$ cat config.mk
export PLATFORM = sky130hd
export DESIGN_NAME = idex_stage
export DESIGN_NICKNAME = d
export VERILOG_FILES = /design/src/rtl/core_pkg.sv /design/src/rtl/hazard_detect.sv /design/src/rtl/idex_stage.sv
export SDC_FILE = /design/constraint.sdc
export NUM_CORES = 1
export LEC_CHECK = 0
export CORE_MARGIN = 4
export CORE_UTILIZATION = 43
export CTS_CLUSTER_SIZE = 24
export DETAILED_ROUTE_END_ITERATION = 12
export PLACE_DENSITY = 0.95
export SETUP_SLACK_MARGIN = 0.5
export SLEW_MARGIN = 20
export SYNTH_ARGS = -nofsm -noshare
export SYNTH_HDL_FRONTEND = slang
export SYNTH_SLANG_ARGS = --single-unit
$ cat constraint.sdc
create_clock -name clk_i -period 3.35 [get_ports clk_i]
set_clock_uncertainty 0.1 [all_clocks]
set_input_delay 0.67 -clock clk_i [delete_from_list [all_inputs] [get_ports clk_i]]
set_output_delay 0.67 -clock clk_i [all_outputs]
set_load 0.01 [all_outputs]
$ cat src/rtl/core_pkg.sv
// Shared definitions for the 5-stage RISC-V core: ALU op classes, opcodes,
// default widths and the control word used when the pipeline inserts a bubble.
package core_pkg;

    localparam int DEF_DATA_W = 32;
    localparam int DEF_REG_AW = 5;

    typedef enum logic [1:0] {
        ALUOP_I  = 2'b00,
        ALUOP_S  = 2'b01,
        ALUOP_R  = 2'b10,
        ALUOP_SB = 2'b11
    } aluop_e;

    localparam logic [6:0] OPC_RTYPE  = 7'b0110011;
    localparam logic [6:0] OPC_ITYPE  = 7'b0010011;
    localparam logic [6:0] OPC_LOAD   = 7'b0000011;
    localparam logic [6:0] OPC_STORE  = 7'b0100011;
    localparam logic [6:0] OPC_BRANCH = 7'b1100011;

    typedef struct packed {
        logic   reg_write;
        logic   mem_to_reg;
        logic   mem_read;
        logic   mem_write;
        logic   alu_src;
        logic   branch;
        aluop_e alu_op;
    } ctrl_t;

    // A bubble must not write registers or memory; the I-type ALU class is harmless.
    localparam ctrl_t CTRL_BUBBLE = '{
        reg_write:  1'b0,
        mem_to_reg: 1'b0,
        mem_read:   1'b0,
        mem_write:  1'b0,
        alu_src:    1'b0,
        branch:     1'b0,
        alu_op:     ALUOP_I
    };

endpackage

$ cat src/rtl/hazard_detect.sv
// Combinational load-use detector: a valid load in EX whose rd matches either
// source register of the instruction currently in decode.
module hazard_detect #(
    parameter int REG_AW = 5
) (
    input  logic              mem_read_ex_i,
    input  logic              valid_ex_i,
    input  logic [REG_AW-1:0] rd_ex_i,
    input  logic [REG_AW-1:0] rs1_id_i,
    input  logic [REG_AW-1:0] rs2_id_i,
    output logic              hazard_o
);

    // Both rs fields are compared regardless of format; an I-type false hit only costs a bubble.
    assign hazard_o = mem_read_ex_i & valid_ex_i & (rd_ex_i != '0)
                    & ((rd_ex_i == rs1_id_i) | (rd_ex_i == rs2_id_i));

endmodule

$ cat src/rtl/idex_stage.sv
// ID/EX pipeline register with integrated load-use stall, flush bubbles and a
// saturating bubble counter for performance debug.
module idex_stage
    import core_pkg::*;
#(
    parameter int DATA_W = DEF_DATA_W,
    parameter int REG_AW = DEF_REG_AW,
    parameter int CNT_W  = 16
) (
    input  logic              clk_i,
    input  logic              rst_i,
    input  logic              stall_i,
    input  logic              flush_i,
    input  logic              RegWrite_i,
    input  logic              MemtoReg_i,
    input  logic              MemRead_i,
    input  logic              MemWrite_i,
    input  logic              ALUSrc_i,
    input  logic              Branch_i,
    input  logic [1:0]        ALUOp_i,
    input  logic [DATA_W-1:0] PC_i,
    input  logic [DATA_W-1:0] RS1data_i,
    input  logic [DATA_W-1:0] RS2data_i,
    input  logic [DATA_W-1:0] Imm_i,
    input  logic [9:0]        funct_i,
    input  logic [REG_AW-1:0] RS1addr_i,
    input  logic [REG_AW-1:0] RS2addr_i,
    input  logic [REG_AW-1:0] RDaddr_i,
    output logic              RegWrite_o,
    output logic              MemtoReg_o,
    output logic              MemRead_o,
    output logic              MemWrite_o,
    output logic              ALUSrc_o,
    output logic              Branch_o,
    output logic [1:0]        ALUOp_o,
    output logic [DATA_W-1:0] PC_o,
    output logic [DATA_W-1:0] RS1data_o,
    output logic [DATA_W-1:0] RS2data_o,
    output logic [DATA_W-1:0] Imm_o,
    output logic [9:0]        funct_o,
    output logic [REG_AW-1:0] RS1addr_o,
    output logic [REG_AW-1:0] RS2addr_o,
    output logic [REG_AW-1:0] RDaddr_o,
    output logic              valid_o,
    output logic              NoOp_o,
    output logic              PCWrite_o,
    output logic              IFIDStall_o,
    output logic [CNT_W-1:0]  bubble_cnt_o
);

    ctrl_t             ctrl_q, ctrl_d;
    logic              valid_q, valid_d;
    logic [DATA_W-1:0] pc_q, pc_d;
    logic [DATA_W-1:0] rs1data_q, rs1data_d;
    logic [DATA_W-1:0] rs2data_q, rs2data_d;
    logic [DATA_W-1:0] imm_q, imm_d;
    logic [9:0]        funct_q, funct_d;
    logic [REG_AW-1:0] rs1addr_q, rs1addr_d;
    logic [REG_AW-1:0] rs2addr_q, rs2addr_d;
    logic [REG_AW-1:0] rdaddr_q, rdaddr_d;
    logic [CNT_W-1:0]  cnt_q, cnt_d;
    logic              hazard;

    hazard_detect #(.REG_AW(REG_AW)) u_hazard (
        .mem_read_ex_i (ctrl_q.mem_read),
        .valid_ex_i    (valid_q),
        .rd_ex_i       (rdaddr_q),
        .rs1_id_i      (RS1addr_i),
        .rs2_id_i      (RS2addr_i),
        .hazard_o      (hazard)
    );

    assign NoOp_o      = hazard;
    assign PCWrite_o   = ~hazard & ~stall_i;
    assign IFIDStall_o = hazard | stall_i;

    always_comb begin
        // NOTE: every next-state signal starts from its held value so no path leaves it unassigned (no latch).
        ctrl_d    = ctrl_q;
        valid_d   = valid_q;
        pc_d      = pc_q;
        rs1data_d = rs1data_q;
        rs2data_d = rs2data_q;
        imm_d     = imm_q;
        funct_d   = funct_q;
        rs1addr_d = rs1addr_q;
        rs2addr_d = rs2addr_q;
        rdaddr_d  = rdaddr_q;
        cnt_d     = cnt_q;
        if (!stall_i) begin
            pc_d      = PC_i;
            rs1data_d = RS1data_i;
            rs2data_d = RS2data_i;
            imm_d     = Imm_i;
            funct_d   = funct_i;
            rs1addr_d = RS1addr_i;
            rs2addr_d = RS2addr_i;
            if (flush_i || hazard) begin
                ctrl_d   = CTRL_BUBBLE;
                valid_d  = 1'b0;
                rdaddr_d = '0;
                if (cnt_q != '1)
                    cnt_d = cnt_q + CNT_W'(1);
            end else begin
                ctrl_d = '{
                    reg_write:  RegWrite_i,
                    mem_to_reg: MemtoReg_i,
                    mem_read:   MemRead_i,
                    mem_write:  MemWrite_i,
                    alu_src:    ALUSrc_i,
                    branch:     Branch_i,
                    alu_op:     aluop_e'(ALUOp_i)
                };
                valid_d  = 1'b1;
                rdaddr_d = RDaddr_i;
            end
        end
    end

    // NOTE: sequential state uses non-blocking assignments so all registers update together at the edge.
    always_ff @(posedge clk_i) begin
        if (rst_i) begin
            ctrl_q    <= '0;
            valid_q   <= 1'b0;
            pc_q      <= '0;
            rs1data_q <= '0;
            rs2data_q <= '0;
            imm_q     <= '0;
            funct_q   <= '0;
            rs1addr_q <= '0;
            rs2addr_q <= '0;
            rdaddr_q  <= '0;
            cnt_q     <= '0;
        end else begin
            ctrl_q    <= ctrl_d;
            valid_q   <= valid_d;
            pc_q      <= pc_d;
            rs1data_q <= rs1data_d;
            rs2data_q <= rs2data_d;
            imm_q     <= imm_d;
            funct_q   <= funct_d;
            rs1addr_q <= rs1addr_d;
            rs2addr_q <= rs2addr_d;
            rdaddr_q  <= rdaddr_d;
            cnt_q     <= cnt_d;
        end
    end

    assign RegWrite_o   = ctrl_q.reg_write;
    assign MemtoReg_o   = ctrl_q.mem_to_reg;
    assign MemRead_o    = ctrl_q.mem_read;
    assign MemWrite_o   = ctrl_q.mem_write;
    assign ALUSrc_o     = ctrl_q.alu_src;
    assign Branch_o     = ctrl_q.branch;
    assign ALUOp_o      = ctrl_q.alu_op;
    assign valid_o      = valid_q;
    assign PC_o         = pc_q;
    assign RS1data_o    = rs1data_q;
    assign RS2data_o    = rs2data_q;
    assign Imm_o        = imm_q;
    assign funct_o      = funct_q;
    assign RS1addr_o    = rs1addr_q;
    assign RS2addr_o    = rs2addr_q;
    assign RDaddr_o     = rdaddr_q;
    assign bubble_cnt_o = cnt_q;

endmodule

==> impl_metrics.yaml <==
timing:
  relSlewSlack_pct: 28.0
  rsz0062_at_grt: "no"
  hold_violations: 0
  fin_hold_ws_ns: 0.379
  setup_tns_ns: 0
  max_freq_mhz: 359
  finalSetupViolCount: 0
  tightest_slew_ns: 1.08
  finalCritPeriodShare_pct: 83.1
  drv_slew: 0
  period_needed_ns: 2.78
clock_network:
  cts_hold_buf: 0
  h-tree-depth: 4
  clk_pin_slew_ns: 0.06
  clock-sinks: 178
  cts_buffers: 17
  insertion_delay_ns: 0.42
  cts_root_buf: "clkbuf_16"
  cts_tree: "built"
  cts_buffer_depth: 2
floorplan:
  die_w_um: 133
  dieHeight_um: 133
  top_level_ports: 346
  rows: 45
  coreArea_mm2: 0.0153
  initial_core_util_pct: 44.1
  die_area_mm2: 0.0177
synth:
  ys_warn_count: 0
  syn-num-nets: 803
  synth_edf_count: 0
  synth_area_mm2: 0.00673
  synth_cell_types: 48
  synth_area_per_cell_um2: 10.6
  ys_ff_latch: 178
  synth_cells: 637
  synth_top_flop_cell: "dfxtp_1"
  async_reset_ff_share_pct: 0
  synth_seq_area_share_pct: 53.0
critical_path:
  crit_chain: "clkdlybuf4s50_1 > xnor2_1 > nand2_1 > o22ai_2 > and2_4 > or2_4 > inv_2 > buf_6"
  crit_arrival_ns: 2.01
  worst_ep_required_time_ns: 2.58
  crit_path_top_delay_cell: "clkdlybuf4s50_1"
  cp_num_buf_inv: 3
  worstPathMaxFanout: 3
  critPathLaunchType: "input pin"
  criticalPathCategory: "input pin to output port"
  crit_path_end_kind: "output port"
  slowest_delay_ns: 0.48
  critical-path-top-delay-family: "buffers and inverters"
worst_hold_path:
  hp-class: "register to register"
finish:
  final_cell_mix: "335 x clkdlybuf4s50_1, 175 x dfxtp_1, 157 x nor2_1, 150 x mux2i_1, 17 x clkbuf_16"
  fin_nets: 1136
  n_fill_cell: 1024
  antenna-diode-count: 0
  layout_commonest_cell: "clkdlybuf4s50_1"
  syn2layout_area_growth_pct: 62.3
  final_cell_area_mm2: 0.0109
  utilization_pct: 71.6
  drive_above_1_share_pct: 7.73
placement:
  port_buffers: 345
  place.gp.congestion: 0.942
  placed_cell_area_mm2: 0.0103
  hpwl_um: 15400
route:
  drt_wl_total_um: 21000
  postRouteAntennaNets: 0
  firstDrtPassIters: 5
  viasPerCell: 4.96
  wl_per_cell_um: 17.6
  drc_errors: 0
  vias: 5923
  drt_iter0_markers: 277
pwr:
  combPwrFrac_pct: 16.0
  ir_worst_vdd_mv: 0.321
  pwr_density_cell_mw_per_mm2: 456
  power.leakage_uw: 0.00456
  internal_power_uw: 3760
  p_switching_uw: 1230
  seq_power_share_pct: 46.0
  swShare_pct: 24.6
  clkPwrFrac_pct: 38.0
global_routing:
  grt_pass1_vias: 6215
  grt_pass1_wl_um: 32200
  grt-ovfl-total: 0
  grt_max_degree: 90
  track_usage_pct: 22.7
  antenna_found_initial: 0
run_status:
  status: "finished clean"
run:
  maxCapViolCount: 0
-- through the flow --
step / setup slack [ns] / cells / power, µW
2_1_floorplan: 0.871 / 637 / 2650
3_3_place_gp: 0.0946 / 1156 / 3110
3_5_place_dp: 0.00555 / 1156 / 3130
4_1_cts: 0.514 / 1193 / 5020
5_1_grt: 0.495 / 1194 / 5160
6_report: 0.566 / 1194 / 4980
-- Yosys cell counts, types with 3 or more instances --
cell type / count / area share, %
buf_2: 5 / 0.37
or4_2: 4 / 0.52
nand2_1: 9 / 0.50
clkbuf_1: 17 / 0.95
buf_1: 14 / 0.78
o21bai_1: 3 / 0.33
nor2b_1: 5 / 0.46
xnor2_1: 10 / 1.3
o31ai_1: 6 / 0.67
buf_6: 4 / 0.67
nand4_1: 4 / 0.37
dfxtp_1: 178 / 53
nor2_1: 157 / 8.8
nor4_1: 5 / 0.46
nand3_1: 4 / 0.30
a22o_1: 12 / 1.6
or4_1: 3 / 0.33
a21oi_1: 6 / 0.45
mux2_4: 3 / 0.67
mux2i_1: 150 / 22
nand2b_1: 5 / 0.46
and3_1: 3 / 0.28
-- final cells by class --
class,instances,area [µm²],area share [%]
timing repair buffer,356,3550,32.5
tap,211,264,2.42
inverter,3,11.3,0.103
sequential,178,3570,32.7
clock inverter,12,109,0.997
multi-input combinational,414,2970,27.2
clock buffer,20,447,4.09
-- power by group through the flow --
stage               registers, µW  logic [µW]  clock network [µW]
CTS                          2290         801                1920
finish                       2290         795                1890
detailed placement           2340         791                   0
global route                 2310         847                2010
global placement             2330         773                   0
floorplan                    2390         257                   0
-- routing by layer --
metal | vias to the layer above | track usage (%) | part of all wire, %
met5 | - | 0 | 0
met4 | 0 | 10.9 | 3.7
met3 | 54 | 8.35 | 7.6
met2 | 251 | 39.8 | 51
met1 | 2770 | 24.2 | 38
li1 | 2848 | - | -
-- kinds of logic (layout without fill, tap and decap cells) --
kind of cell / after synthesis / count (layout) / synth area share [%]
compound gates: 37 / 37 / 4.59
xor+xnor: 10 / 10 / 1.30
fa+ha+maj: 1 / 1 / 0.186
buf+inv: 45 / 391 / 3.27
flops: 178 / 178 / 53.0
mux: 154 / 154 / 23.1
simple gates: 212 / 212 / 14.5
-- path summary, 6_finish.rpt --
kind | slack (ns) | from | end | cells past startpoint
hold / removal | 0.38 | MemtoReg_o$_SDFFE_PP0N_ | MemtoReg_o$_SDFFE_PP0N_ | 1
hold reg to reg | 0.38 | MemtoReg_o$_SDFFE_PP0N_ | MemtoReg_o$_SDFFE_PP0N_ | 1
setup / recovery | 0.57 | RS1addr_i[1] | PCWrite_o | 8
setup reg to reg | 0.79 | RDaddr_o[1]$_SDFFE_PP0N_ | bubble_cnt_o[8]$_SDFFE_PP0P_ | 8
-- state kept, by name, summed over array words and instances (netlist names) --
name / count
RS1addr_o: 5
MemtoReg_o: 1
MemWrite_o: 1
Imm_o: 32
Branch_o: 1
RDaddr_o: 5
funct_o: 10
RegWrite_o: 1
PC_o: 32
RS1data_o: 32
RS2addr_o: 5
ALUSrc_o: 1
ALUOp_o: 2
valid_o: 1
MemRead_o: 1
bubble_cnt_o: 16
RS2data_o: 32
-- repair_timing --
action | in CTS | in global routing
setup buffers | 5 | 1
gates resized for setup | 20 | 6
endpoints found under the setup margin | 3 | 3
pin swaps | 3 | 4
No activity file was read; power rests on OpenSTA's default activity.
